**src/rtl/noc_inject_arbiter_pkg.sv**
```systemverilog
// Shared NoC arbiter definitions: flit width, arbiter FSM states and the
// round-robin pointer advance helper.
package noc_inject_arbiter_pkg;

  localparam int NOC_DATA_WIDTH = 32;

  typedef enum logic {
    NOC_ARB_IDLE   = 1'b0,
    NOC_ARB_LOCKED = 1'b1
  } arb_state_e;

  // Pointer moves to the requester just after the one that finished a packet.
  function automatic int rr_next(input int idx, input int n);
    return (idx + 1) % n;
  endfunction

endpackage

```
**src/rtl/noc_inject_arbiter_rr_picker.sv**
```systemverilog
// Combinational round-robin first-set finder: picks the first set request at
// or after ptr_i, wrapping cyclically, and returns it one-hot and as an index.
module noc_rr_picker #(
  parameter int N  = 4,
  parameter int IW = $clog2(N)
) (
  input  logic [N-1:0]  req_i,
  input  logic [IW-1:0] ptr_i,
  output logic [N-1:0]  gnt_o,
  output logic [IW-1:0] idx_o,
  output logic          any_o
);

  logic found;

  always_comb begin
    // NOTE: every output gets a default before the search so no path through
    // the loops leaves a value unassigned, which would otherwise infer a latch.
    gnt_o = '0;
    idx_o = '0;
    found = 1'b0;
    // Upper pass covers ptr..N-1, lower pass wraps around to 0..ptr-1.
    for (int i = 0; i < N; i++) begin
      if (!found && req_i[i] && (i >= int'(ptr_i))) begin
        found    = 1'b1;
        gnt_o[i] = 1'b1;
        idx_o    = IW'(i);
      end
    end
    for (int i = 0; i < N; i++) begin
      if (!found && req_i[i]) begin
        found    = 1'b1;
        gnt_o[i] = 1'b1;
        idx_o    = IW'(i);
      end
    end
    any_o = found;
  end

endmodule

```
**src/rtl/noc_inject_arbiter.sv**
```systemverilog
// Packet-level wormhole arbiter sharing one NoC router injection port among
// NUM_REQ local sources, with round-robin fairness and a registered flit slot.
module noc_inject_arbiter
  import noc_inject_arbiter_pkg::*;
#(
  parameter int NUM_REQ    = 4,
  parameter int DATA_WIDTH = NOC_DATA_WIDTH,
  parameter int CNT_WIDTH  = 16,
  localparam int IW        = $clog2(NUM_REQ)
) (
  input  logic                          noc_clk,
  input  logic                          noc_rst,
  input  logic [NUM_REQ-1:0]            req_valid,
  output logic [NUM_REQ-1:0]            req_ready,
  input  logic [NUM_REQ*DATA_WIDTH-1:0] req_flit,
  input  logic [NUM_REQ-1:0]            req_is_header,
  input  logic [NUM_REQ-1:0]            req_is_tail,
  output logic                          Noc_sender_valid,
  input  logic                          Noc_sender_ready,
  output logic [DATA_WIDTH-1:0]         Noc_sender_flit,
  input  logic                          Noc_sender_VCready,
  output logic                          Noc_sender_is_header,
  output logic                          Noc_sender_is_tail,
  output logic [IW-1:0]                 grant_id,
  output logic                          busy,
  output logic                          err_proto,
  output logic [CNT_WIDTH-1:0]          pkt_count
);

  arb_state_e           state_q, state_d;
  logic [IW-1:0]        rr_ptr_q, rr_ptr_d;
  logic [IW-1:0]        grant_id_q, grant_id_d;
  logic                 err_q, err_d;
  logic [CNT_WIDTH-1:0] pkt_count_q;

  logic                  out_valid_q;
  logic [DATA_WIDTH-1:0] out_flit_q;
  logic                  out_hdr_q;
  logic                  out_tail_q;

  logic                  slot_free;
  logic [NUM_REQ-1:0]    cand;
  logic [NUM_REQ-1:0]    pick_gnt;
  logic [IW-1:0]         pick_idx;
  logic                  pick_any;
  logic [IW-1:0]         sel_idx;
  logic                  accept;
  logic [DATA_WIDTH-1:0] sel_flit;
  logic                  sel_hdr;
  logic                  sel_tail;
  logic [DATA_WIDTH-1:0] flits [NUM_REQ];

  for (genvar g = 0; g < NUM_REQ; g++) begin : g_unpack
    assign flits[g] = req_flit[g*DATA_WIDTH +: DATA_WIDTH];
  end

  // The slot can take a new flit when empty or when it drains this cycle.
  assign slot_free = !out_valid_q || Noc_sender_ready;
  assign cand      = req_valid & req_is_header;

  noc_rr_picker #(
    .N  (NUM_REQ),
    .IW (IW)
  ) u_picker (
    .req_i (cand),
    .ptr_i (rr_ptr_q),
    .gnt_o (pick_gnt),
    .idx_o (pick_idx),
    .any_o (pick_any)
  );

  assign sel_idx  = (state_q == NOC_ARB_IDLE) ? pick_idx : grant_id_q;
  assign sel_flit = flits[sel_idx];
  assign sel_hdr  = req_is_header[sel_idx];
  assign sel_tail = req_is_tail[sel_idx];
  assign accept   = |(req_ready & req_valid);

  // State register, output slot and counters.
  always_ff @(posedge noc_clk) begin
    if (noc_rst) begin
      state_q     <= NOC_ARB_IDLE;
      rr_ptr_q    <= '0;
      grant_id_q  <= '0;
      err_q       <= 1'b0;
      pkt_count_q <= '0;
      out_valid_q <= 1'b0;
      out_flit_q  <= '0;
      out_hdr_q   <= 1'b0;
      out_tail_q  <= 1'b0;
    end else begin
      // NOTE: non-blocking assignments make every register here sample the
      // pre-edge values, so statement order inside this block is irrelevant.
      state_q    <= state_d;
      rr_ptr_q   <= rr_ptr_d;
      grant_id_q <= grant_id_d;
      err_q      <= err_d;
      if (out_valid_q && Noc_sender_ready && out_tail_q) begin
        pkt_count_q <= pkt_count_q + CNT_WIDTH'(1);
      end
      if (accept) begin
        out_valid_q <= 1'b1;
        out_flit_q  <= sel_flit;
        out_hdr_q   <= sel_hdr;
        out_tail_q  <= sel_tail;
      end else if (Noc_sender_ready) begin
        out_valid_q <= 1'b0;
      end
    end
  end

  // Next-state logic: lock on a multi-flit header, release on its tail.
  always_comb begin
    state_d    = state_q;
    rr_ptr_d   = rr_ptr_q;
    grant_id_d = grant_id_q;
    err_d      = err_q;
    unique case (state_q)
      NOC_ARB_IDLE: begin
        if (|(req_valid & ~req_is_header)) begin
          err_d = 1'b1;
        end
        if (accept) begin
          grant_id_d = pick_idx;
          if (sel_tail) begin
            rr_ptr_d = IW'(rr_next(int'(pick_idx), NUM_REQ));
          end else begin
            state_d = NOC_ARB_LOCKED;
          end
        end
      end
      NOC_ARB_LOCKED: begin
        if (accept && sel_hdr) begin
          err_d = 1'b1;
        end
        if (accept && sel_tail) begin
          state_d  = NOC_ARB_IDLE;
          rr_ptr_d = IW'(rr_next(int'(grant_id_q), NUM_REQ));
        end
      end
      default: state_d = NOC_ARB_IDLE;
    endcase
  end

  // Output logic: VCready gates only new packets, never a locked one.
  always_comb begin
    req_ready = '0;
    unique case (state_q)
      NOC_ARB_IDLE: begin
        if (slot_free && Noc_sender_VCready && pick_any) begin
          req_ready = pick_gnt;
        end
      end
      NOC_ARB_LOCKED: begin
        if (slot_free) begin
          req_ready[grant_id_q] = 1'b1;
        end
      end
      default: req_ready = '0;
    endcase
  end

  assign Noc_sender_valid     = out_valid_q;
  assign Noc_sender_flit      = out_flit_q;
  assign Noc_sender_is_header = out_hdr_q;
  assign Noc_sender_is_tail   = out_tail_q;
  assign grant_id             = grant_id_q;
  assign busy                 = (state_q == NOC_ARB_LOCKED);
  assign err_proto            = err_q;
  assign pkt_count            = pkt_count_q;

  a_ready_onehot: assert property (@(posedge noc_clk) disable iff (noc_rst)
    $onehot0(req_ready));
  a_ready_needs_slot: assert property (@(posedge noc_clk) disable iff (noc_rst)
    (req_ready != '0) |-> slot_free);
  a_hold_stable: assert property (@(posedge noc_clk) disable iff (noc_rst)
    (Noc_sender_valid && !Noc_sender_ready) |=>
      (Noc_sender_valid && $stable(Noc_sender_flit) &&
       $stable(Noc_sender_is_header) && $stable(Noc_sender_is_tail)));

endmodule

```
**config.mk**
```make
export PLATFORM = sky130hd
export DESIGN_NAME = noc_inject_arbiter
export DESIGN_NICKNAME = d
export VERILOG_FILES = /design/src/rtl/noc_inject_arbiter_pkg.sv /design/src/rtl/noc_inject_arbiter_rr_picker.sv /design/src/rtl/noc_inject_arbiter.sv
export SDC_FILE = /design/constraint.sdc
export NUM_CORES = 1
export LEC_CHECK = 0
export ABC_AREA = 1
export ABC_CLOCK_PERIOD_IN_PS = 3700
export CAP_MARGIN = 20
export CORE_MARGIN = 1.5
export CORE_UTILIZATION = 60
export CTS_CLUSTER_DIAMETER = 50
export DETAILED_ROUTE_END_ITERATION = 6
export DONT_BUFFER_PORTS = 1
export PLACE_DENSITY = 0.8
export SYNTH_ARGS = -nofsm -noshare
export SYNTH_HDL_FRONTEND = slang
export SYNTH_SLANG_ARGS = --single-unit
```
**constraint.sdc**
```tcl
create_clock -name noc_clk -period 3.7 [get_ports noc_clk]
set_input_delay 0.74 -clock noc_clk [delete_from_list [all_inputs] [get_ports noc_clk]]
set_output_delay 0.74 -clock noc_clk [all_outputs]
set_load 0.01 [all_outputs]
```
Yosys cells after proc, flatten, opt, wreduce, memory -nomap -nowiden. Index checks and enable logic that the tools add are counted.

Add/sub/neg operators: 3. Mux-type cells: 48. $lt $le $gt $ge: 7. Eq/ne operators: 5. Reductions and logical operators: 32. Bitwise logic cells: 6.

Operator list (number): 32-bit binary-select mux with 2-bit select (1); 32-bit two-way mux (2); 1-bit two-way mux (26); 2-bit two-way mux (10); 1-bit logical AND (17); 16-bit by 1-bit adder with 16-bit output (second input constant) (1); 4-bit AND (3); 1-bit logical NOT (8); 4-bit two-way mux (2); 4-bit one-hot mux with 2 select lines (1); 4-bit OR reduction (2); 2-bit by 3-bit < comparator with 1-bit output (second input constant) (2); 2-bit by 1-bit != test with 1-bit output (second input constant) (3); 2-bit by 1-bit adder with 2-bit output (second input constant) (2); 1-bit binary-select mux with 2-bit select (2); 1-bit by 2-bit >= comparator with 1-bit output (first input constant) (2); 2-bit != test (second input constant) (2); 4-bit inverter (1); 1-bit one-hot mux with 2 select lines (2); 2-bit one-hot mux with 2 select lines (1); 2-bit AND reduction (2); 3-bit >= comparator (second input constant) (1); 2-bit inverter with 3-bit output (1); 3-bit AND reduction (1); other kinds (6) (6).

Input port bits: 144. Bits in registers: 57. Logic and storage cells: 110. Output and inout port bits: 59.

Logic depth before layout (Yosys ltp).
Word-level depth: 34. Gate-level depth with buffers: 16. Mapped depth without buffers: 16.

Hierarchy. From an unflattened synthesis, not the netlist that was laid out.

Cells, all modules: 589. Area, all modules: 3799.9 µm².

By module, submodules not included: noc_inject_arbiter (area each 3653.5 µm², seq. area each 1141.1 µm², cells each 560, times used 1); noc_rr_picker (area each 146.4 µm², seq. area each 0.0 µm², cells each 29, times used 1).

Worst setup path after synthesis. OpenSTA, ideal clock, no wires.

Path type: input to output. From: input port req_is_header[2]. To: output port req_ready[2]. Stages on the path: 10. Path slack: 1424 ps. Path buffers: 0. Required time: 2960 ps. Data arrival time: 1536 ps. Cell sequence: nand2_1 -> inv_2 -> nand2_1 -> nand3_2 -> nor2_4 -> nand4_2 -> nand2_1 -> inv_2 -> nand2_2 -> nand2_2.

Cells in the longest elaborated chain, start to end: 22. Elaborated cells on any way between the ends: 24. Those cells by class: mux (10); bitwise (1); reduce/logical (13).

Ends and longest elaborated chain: start: declaration (line noc_inject_arbiter.sv:16) `input logic [NUM_REQ-1:0] req_is_header,`; 4-bit AND (*) (line noc_inject_arbiter.sv:59) `assign cand = req_valid & req_is_header;`; 1-bit logical AND (2 in a row) (line noc_inject_arbiter_rr_picker.sv:24) `if (!found && req_i[i] && (i >= int'(ptr_i))) begin`; 1-bit two-way mux (line noc_inject_arbiter_rr_picker.sv:24); 1-bit logical NOT (line noc_inject_arbiter_rr_picker.sv:24); 1-bit logical AND (line noc_inject_arbiter_rr_picker.sv:24); 1-bit two-way mux (line noc_inject_arbiter_rr_picker.sv:24); 1-bit logical NOT (line noc_inject_arbiter_rr_picker.sv:31) `if (!found && req_i[i]) begin`; 1-bit logical AND (line noc_inject_arbiter_rr_picker.sv:31); [... 5 more ...]; 1-bit logical AND (line noc_inject_arbiter_rr_picker.sv:31); 1-bit two-way mux (line noc_inject_arbiter_rr_picker.sv:31); 1-bit logical NOT (line noc_inject_arbiter_rr_picker.sv:31); 1-bit logical AND (line noc_inject_arbiter_rr_picker.sv:31); 1-bit two-way mux (line noc_inject_arbiter_rr_picker.sv:31); 1-bit logical AND (line noc_inject_arbiter.sv:149) `if (slot_free && Noc_sender_VCready && pick_any) begin`; 4-bit two-way mux (*) (line noc_inject_arbiter.sv:149); 4-bit one-hot mux with 2 select lines (*) (line noc_inject_arbiter.sv:147) `unique case (state_q)`; end: declaration (line noc_inject_arbiter.sv:14) `output logic [NUM_REQ-1:0] req_ready,`.

Every way passes the cells marked *; elsewhere a longest branch is shown, timed or not.

Worst setup path after layout.
From: input port req_is_header[2]. To: register out_flit_q[20] (netlist: Noc_sender_flit[20]).

Cells in the longest elaborated chain, start to end: 24. Elaborated cells on any way between the ends: 41. Those cells by class: mux (24); bitwise (3); reduce/logical (14).

Ends and longest elaborated chain: 4-bit AND (*) (line noc_inject_arbiter.sv:59); 1-bit logical AND (2 in a row) (line noc_inject_arbiter_rr_picker.sv:24); 1-bit two-way mux (line noc_inject_arbiter_rr_picker.sv:24); 1-bit logical NOT (line noc_inject_arbiter_rr_picker.sv:24); 1-bit logical AND (line noc_inject_arbiter_rr_picker.sv:24); 1-bit two-way mux (line noc_inject_arbiter_rr_picker.sv:24); 1-bit logical NOT (line noc_inject_arbiter_rr_picker.sv:31); 1-bit logical AND (line noc_inject_arbiter_rr_picker.sv:31); [... 8 more ...]; 1-bit logical AND (line noc_inject_arbiter_rr_picker.sv:31); 1-bit two-way mux (line noc_inject_arbiter_rr_picker.sv:31); 1-bit logical AND (line noc_inject_arbiter.sv:149); 4-bit two-way mux (*) (line noc_inject_arbiter.sv:149); 4-bit one-hot mux with 2 select lines (*) (line noc_inject_arbiter.sv:147); net req_ready[2] (line noc_inject_arbiter.sv:14); 4-bit AND (*) (line noc_inject_arbiter.sv:76) `assign accept = |(req_ready & req_valid);`; 4-bit OR reduction (*) (line noc_inject_arbiter.sv:76); end signal: assignment (line noc_inject_arbiter.sv:102) `out_flit_q <= sel_flit;`; end: declaration (line noc_inject_arbiter.sv:37) `logic [DATA_WIDTH-1:0] out_flit_q;`.

Mark *: on every way through the listed nets, which the timed path passes. The rest lies on a longest branch. The select of a mux whose other input is x is not followed. A chain may end at the register's enable or synchronous reset.

==> metrics.md <==
| Metric | Value |
|---|---|
| Result of the run | `completed` |
| Maximum clock rate | `356 MHz` |
| Highest metal layer with signal wires | `met4` |
| Slack of the worst reg-to-reg path | `0.96 ns` |
| Critical Path RT | `3.91 ns` |
| Clock Skews | `0.0107 ns` |
| Number of distinct library cells after synthesis | `31` |
| Total inserted antenna cells | `0` |
| Count of vias placed by the detailed router | `3738` |
| Share of synthesized flip-flops with an asynchronous set or reset | `0` |
| Category of cells accounting for the largest share of critical-path delay | `simple AND/OR/NAND/NOR gates` |
| TritonCTS clock tree | `done` |
| Final design area excluding fillers | `3690 sq um` |
| Cell area after placement | `3510 sq um` |
| Worst-case headroom to the max-slew limit | `0.383` |
| Number of global-route vias before repair | `3349` |
| Min-Delay Endpoint | `Noc_sender_valid` |
| Met3 Wirelength | `between 900 and 1000 um` |
| Clock root buffer | `sky130_fd_sc_hd__clkbuf_8` |
| Final design utilization | `0.630` |
| Height of the die | `80.4 um` |
| Share of the yosys chip area belonging to registers | `0.317` |
| TritonCTS Sinks | `57` |
| Number of warnings reported in the yosys synthesis log | `0` |
| Area growth from synthesis to final layout | `2.50%` |
| Initial core utilization | `0.615` |
| Buffers & Inverters on Critical Path | `2` |
| Buffer levels on the longest clock path | `2` |
| Clock Pin Slew Worst Setup and Hold Paths | `around 0.060 ns` |
| Vias per cell | `a little under 6` |
| Htree depth | `3` |
| I/O Pins | `slightly above 200` |
| Grt ovf | `0` |
| Final cycle utilization of the critical path | `0.760` |
| Top library cells by usage in the layout, fill and taps aside | `sky130_fd_sc_hd__nand2_1, sky130_fd_sc_hd__a21oi_1, sky130_fd_sc_hd__dfxtp_1` |
| GP Congestion | `about 0.97` |
| Initial antenna violation count | `0` |
| Standard-cell row count | `28` |
| Netlist area before placement | `3600 sq um` |
| Core region area | `5850 sq um` |
| Static leakage | `1.59 nW` |
| Count of unresolved DRC violations after routing | `0` |
| Slowest stage cell on the critical path | `sky130_fd_sc_hd__nand4_2` |
| Primary flip-flop cell chosen by synthesis mapping | `sky130_fd_sc_hd__dfxtp_1` |
| Number of storage elements in the synthesis netlist | `57` |
| Final setup violation count | `0` |
| Count of instances resized after the clock tree is built | `0` |
| Reg2Reg Capture Point | `Noc_sender_flit[20]` |
| Average wire length per cell after detail routing | `14.9 um` |
| Kind of start point of the critical path | `input pin` |
| Global-route usage over all layers | `0.294` |
| Final wirelength | `9630 um` |
| Clock network latency to the later pin of the worst-skew pair | `0.33 ns` |
| List of cells traversed by the critical path | `nand2_1 > inv_2 > nand2_1 > nand3_2 > nor2_4 > nand4_2 > nand2_1 > inv_2 > nand2_2 > nand2_2 > nand2_2 > nand4_2 > o21ai_0 > nor2_1` |
| # port buffers | `0` |
| Fin. max-slew vios | `0` |
| Worst Reg-to-Reg Cells | `13` |
| Data arrival time of the worst path | `a little over 3 ns` |
| Final antenna-violating net count | `0` |
| HP Start | `noc_rst` |
| Min cycle time layout | `2.81 ns` |
| Sort of element at the end of the critical path | `flop` |
| Synthesized instance count | `584` |
| CTS buffer count | `9` |
| Crit path max fanout | `38` |
| Final HPWL DP | `approximately 7000 um` |
| Power density relative to cell area | `633 nW/um^2` |
| Type of the most critical hold path | `in2reg` |
| Unrepaired setup endpoints after global routing | `no` |
| Most common cell after layout, fill and taps aside | `sky130_fd_sc_hd__nand2_1` |
| Class of the most critical setup path | `in2reg` |
| DRT met1 WL | `3870 um` |
| First-iteration detailed-routing DRC count | `214` |
| Slew of the pin with the lowest slew margin | `approximately 0.92 ns` |
| Routed length on met2 | `4600 um` |
| Pre-antenna DRT Iters | `5` |
| Post-Synthesis Net Count | `729` |
| RR Startpoint | `rr_ptr_q[1]` |
| Largest voltage drop on the vdd net | `approximately 0.43 mV` |
| Total Negative Setup Slacks | `0 ns` |
| Worst stage delay on the critical path | `0.69 ns` |
| Global-route wire length before repair | `14700 um` |
| Layout cell share with drive strength beyond 1 | `0.0703` |
| EDFF count, synth | `0` |
| Instance count along the most critical hold path | `1` |
| Maximum number of pins on one net before global-route repair | `45` |
| Fin nets | `710` |
| Post-synthesis area per instance | `6.16 sq um` |
| Max-cap violations | `0` |
| Number of endpoints with negative hold slack in the final report | `0` |
| Hold Buf Count CTS | `0` |
| Setup fix buffers added after clock tree synthesis | `0` |
| Die width | `80.4 um` |
| Die area | `6470 sq um` |
-- routing by layer --
layer	vias to the layer above	GRT usage
met4	0	0.140
met5	-	0
met2	201	0.501
met1	1649	0.341
met3	17	0.0773
li1	1871	-
-- synth_stat cells, types with 2 or more instances --
cell	instances	area, sq um
sky130_fd_sc_hd__nand2_1	182	683
sky130_fd_sc_hd__a21oi_1	83	415
sky130_fd_sc_hd__dfxtp_1	57	1140
sky130_fd_sc_hd__nor2_1	53	199
sky130_fd_sc_hd__nor3_1	41	205
sky130_fd_sc_hd__inv_1	33	124
sky130_fd_sc_hd__o21ai_0	21	105
sky130_fd_sc_hd__o21ai_1	20	100
sky130_fd_sc_hd__nand3_1	19	95.1
sky130_fd_sc_hd__buf_2	11	55.1
sky130_fd_sc_hd__buf_6	10	113
sky130_fd_sc_hd__nand2_2	9	56.3
sky130_fd_sc_hd__nand4_1	9	56.3
sky130_fd_sc_hd__clkbuf_1	8	30.0
sky130_fd_sc_hd__inv_2	5	18.8
sky130_fd_sc_hd__buf_4	3	22.5
sky130_fd_sc_hd__buf_1	2	7.51
sky130_fd_sc_hd__nand3_2	2	20.0
sky130_fd_sc_hd__nand4_2	2	25.0
sky130_fd_sc_hd__nor4_1	2	12.5
sky130_fd_sc_hd__o21a_1	2	15.0
-- stage by stage --
step           hold slack, ns  worst slack (ns)  std cells  power (mW)
4_1_cts                 0.459             0.927        644        2.34
5_1_grt                 0.462             0.605        644        2.52
3_3_place_gp            0.502             0.691        629        1.79
3_5_place_dp            0.505             0.578        629        1.82
2_1_floorplan           0.478              1.42        584        1.70
6_report                0.470             0.888        644        2.34
-- flip-flops by register name (all words and copies together) (netlist names), named ones only --
name,flops
Noc_sender_flit,32
Noc_sender_is_header,1
Noc_sender_is_tail,1
Noc_sender_valid,1
err_proto,1
grant_id,2
pkt_count,16
rr_ptr_q,2
-- cells by family after synthesis --
family | synth area share
simple gates | 0.394
compound gates | 0.180
buf+inv | 0.103
flops | 0.317
xor+xnor | 0.00243
fa+ha+maj | 0.00348
-- worst max-delay path by stage --
stage | to | slack, ns | start | cells after the start
floorplan | req_ready[2] | 1.42 | req_is_header[2] | 10
global route | Noc_sender_flit[16] | 0.61 | req_is_header[2] | 14
global placement | Noc_sender_flit[18] | 0.69 | req_is_header[2] | 14
finish | Noc_sender_flit[20] | 0.89 | req_is_header[2] | 14
CTS | Noc_sender_flit[19] | 0.93 | req_is_header[2] | 14
detailed placement | Noc_sender_flit[19] | 0.58 | req_is_header[2] | 14
-- area by class of cell --
cell class                 instances  area, sq um
fill                             554         2160
multi-input combinational        455         2090
sequential                        57         1140
clock buffer                      13          169
inverter                          38          143
tap                               75         93.8
timing repair buffer               4         42.5
clock inverter                     2         12.5
-- where the power goes --
part | total (mW) | internal [mW] | switching (mW)
Clock | 0.527 | 0.293 | 0.234
Sequential | 0.883 | 0.731 | 0.152
Combinational | 0.926 | 0.285 | 0.641
Power figures use the tool's default switching activity.
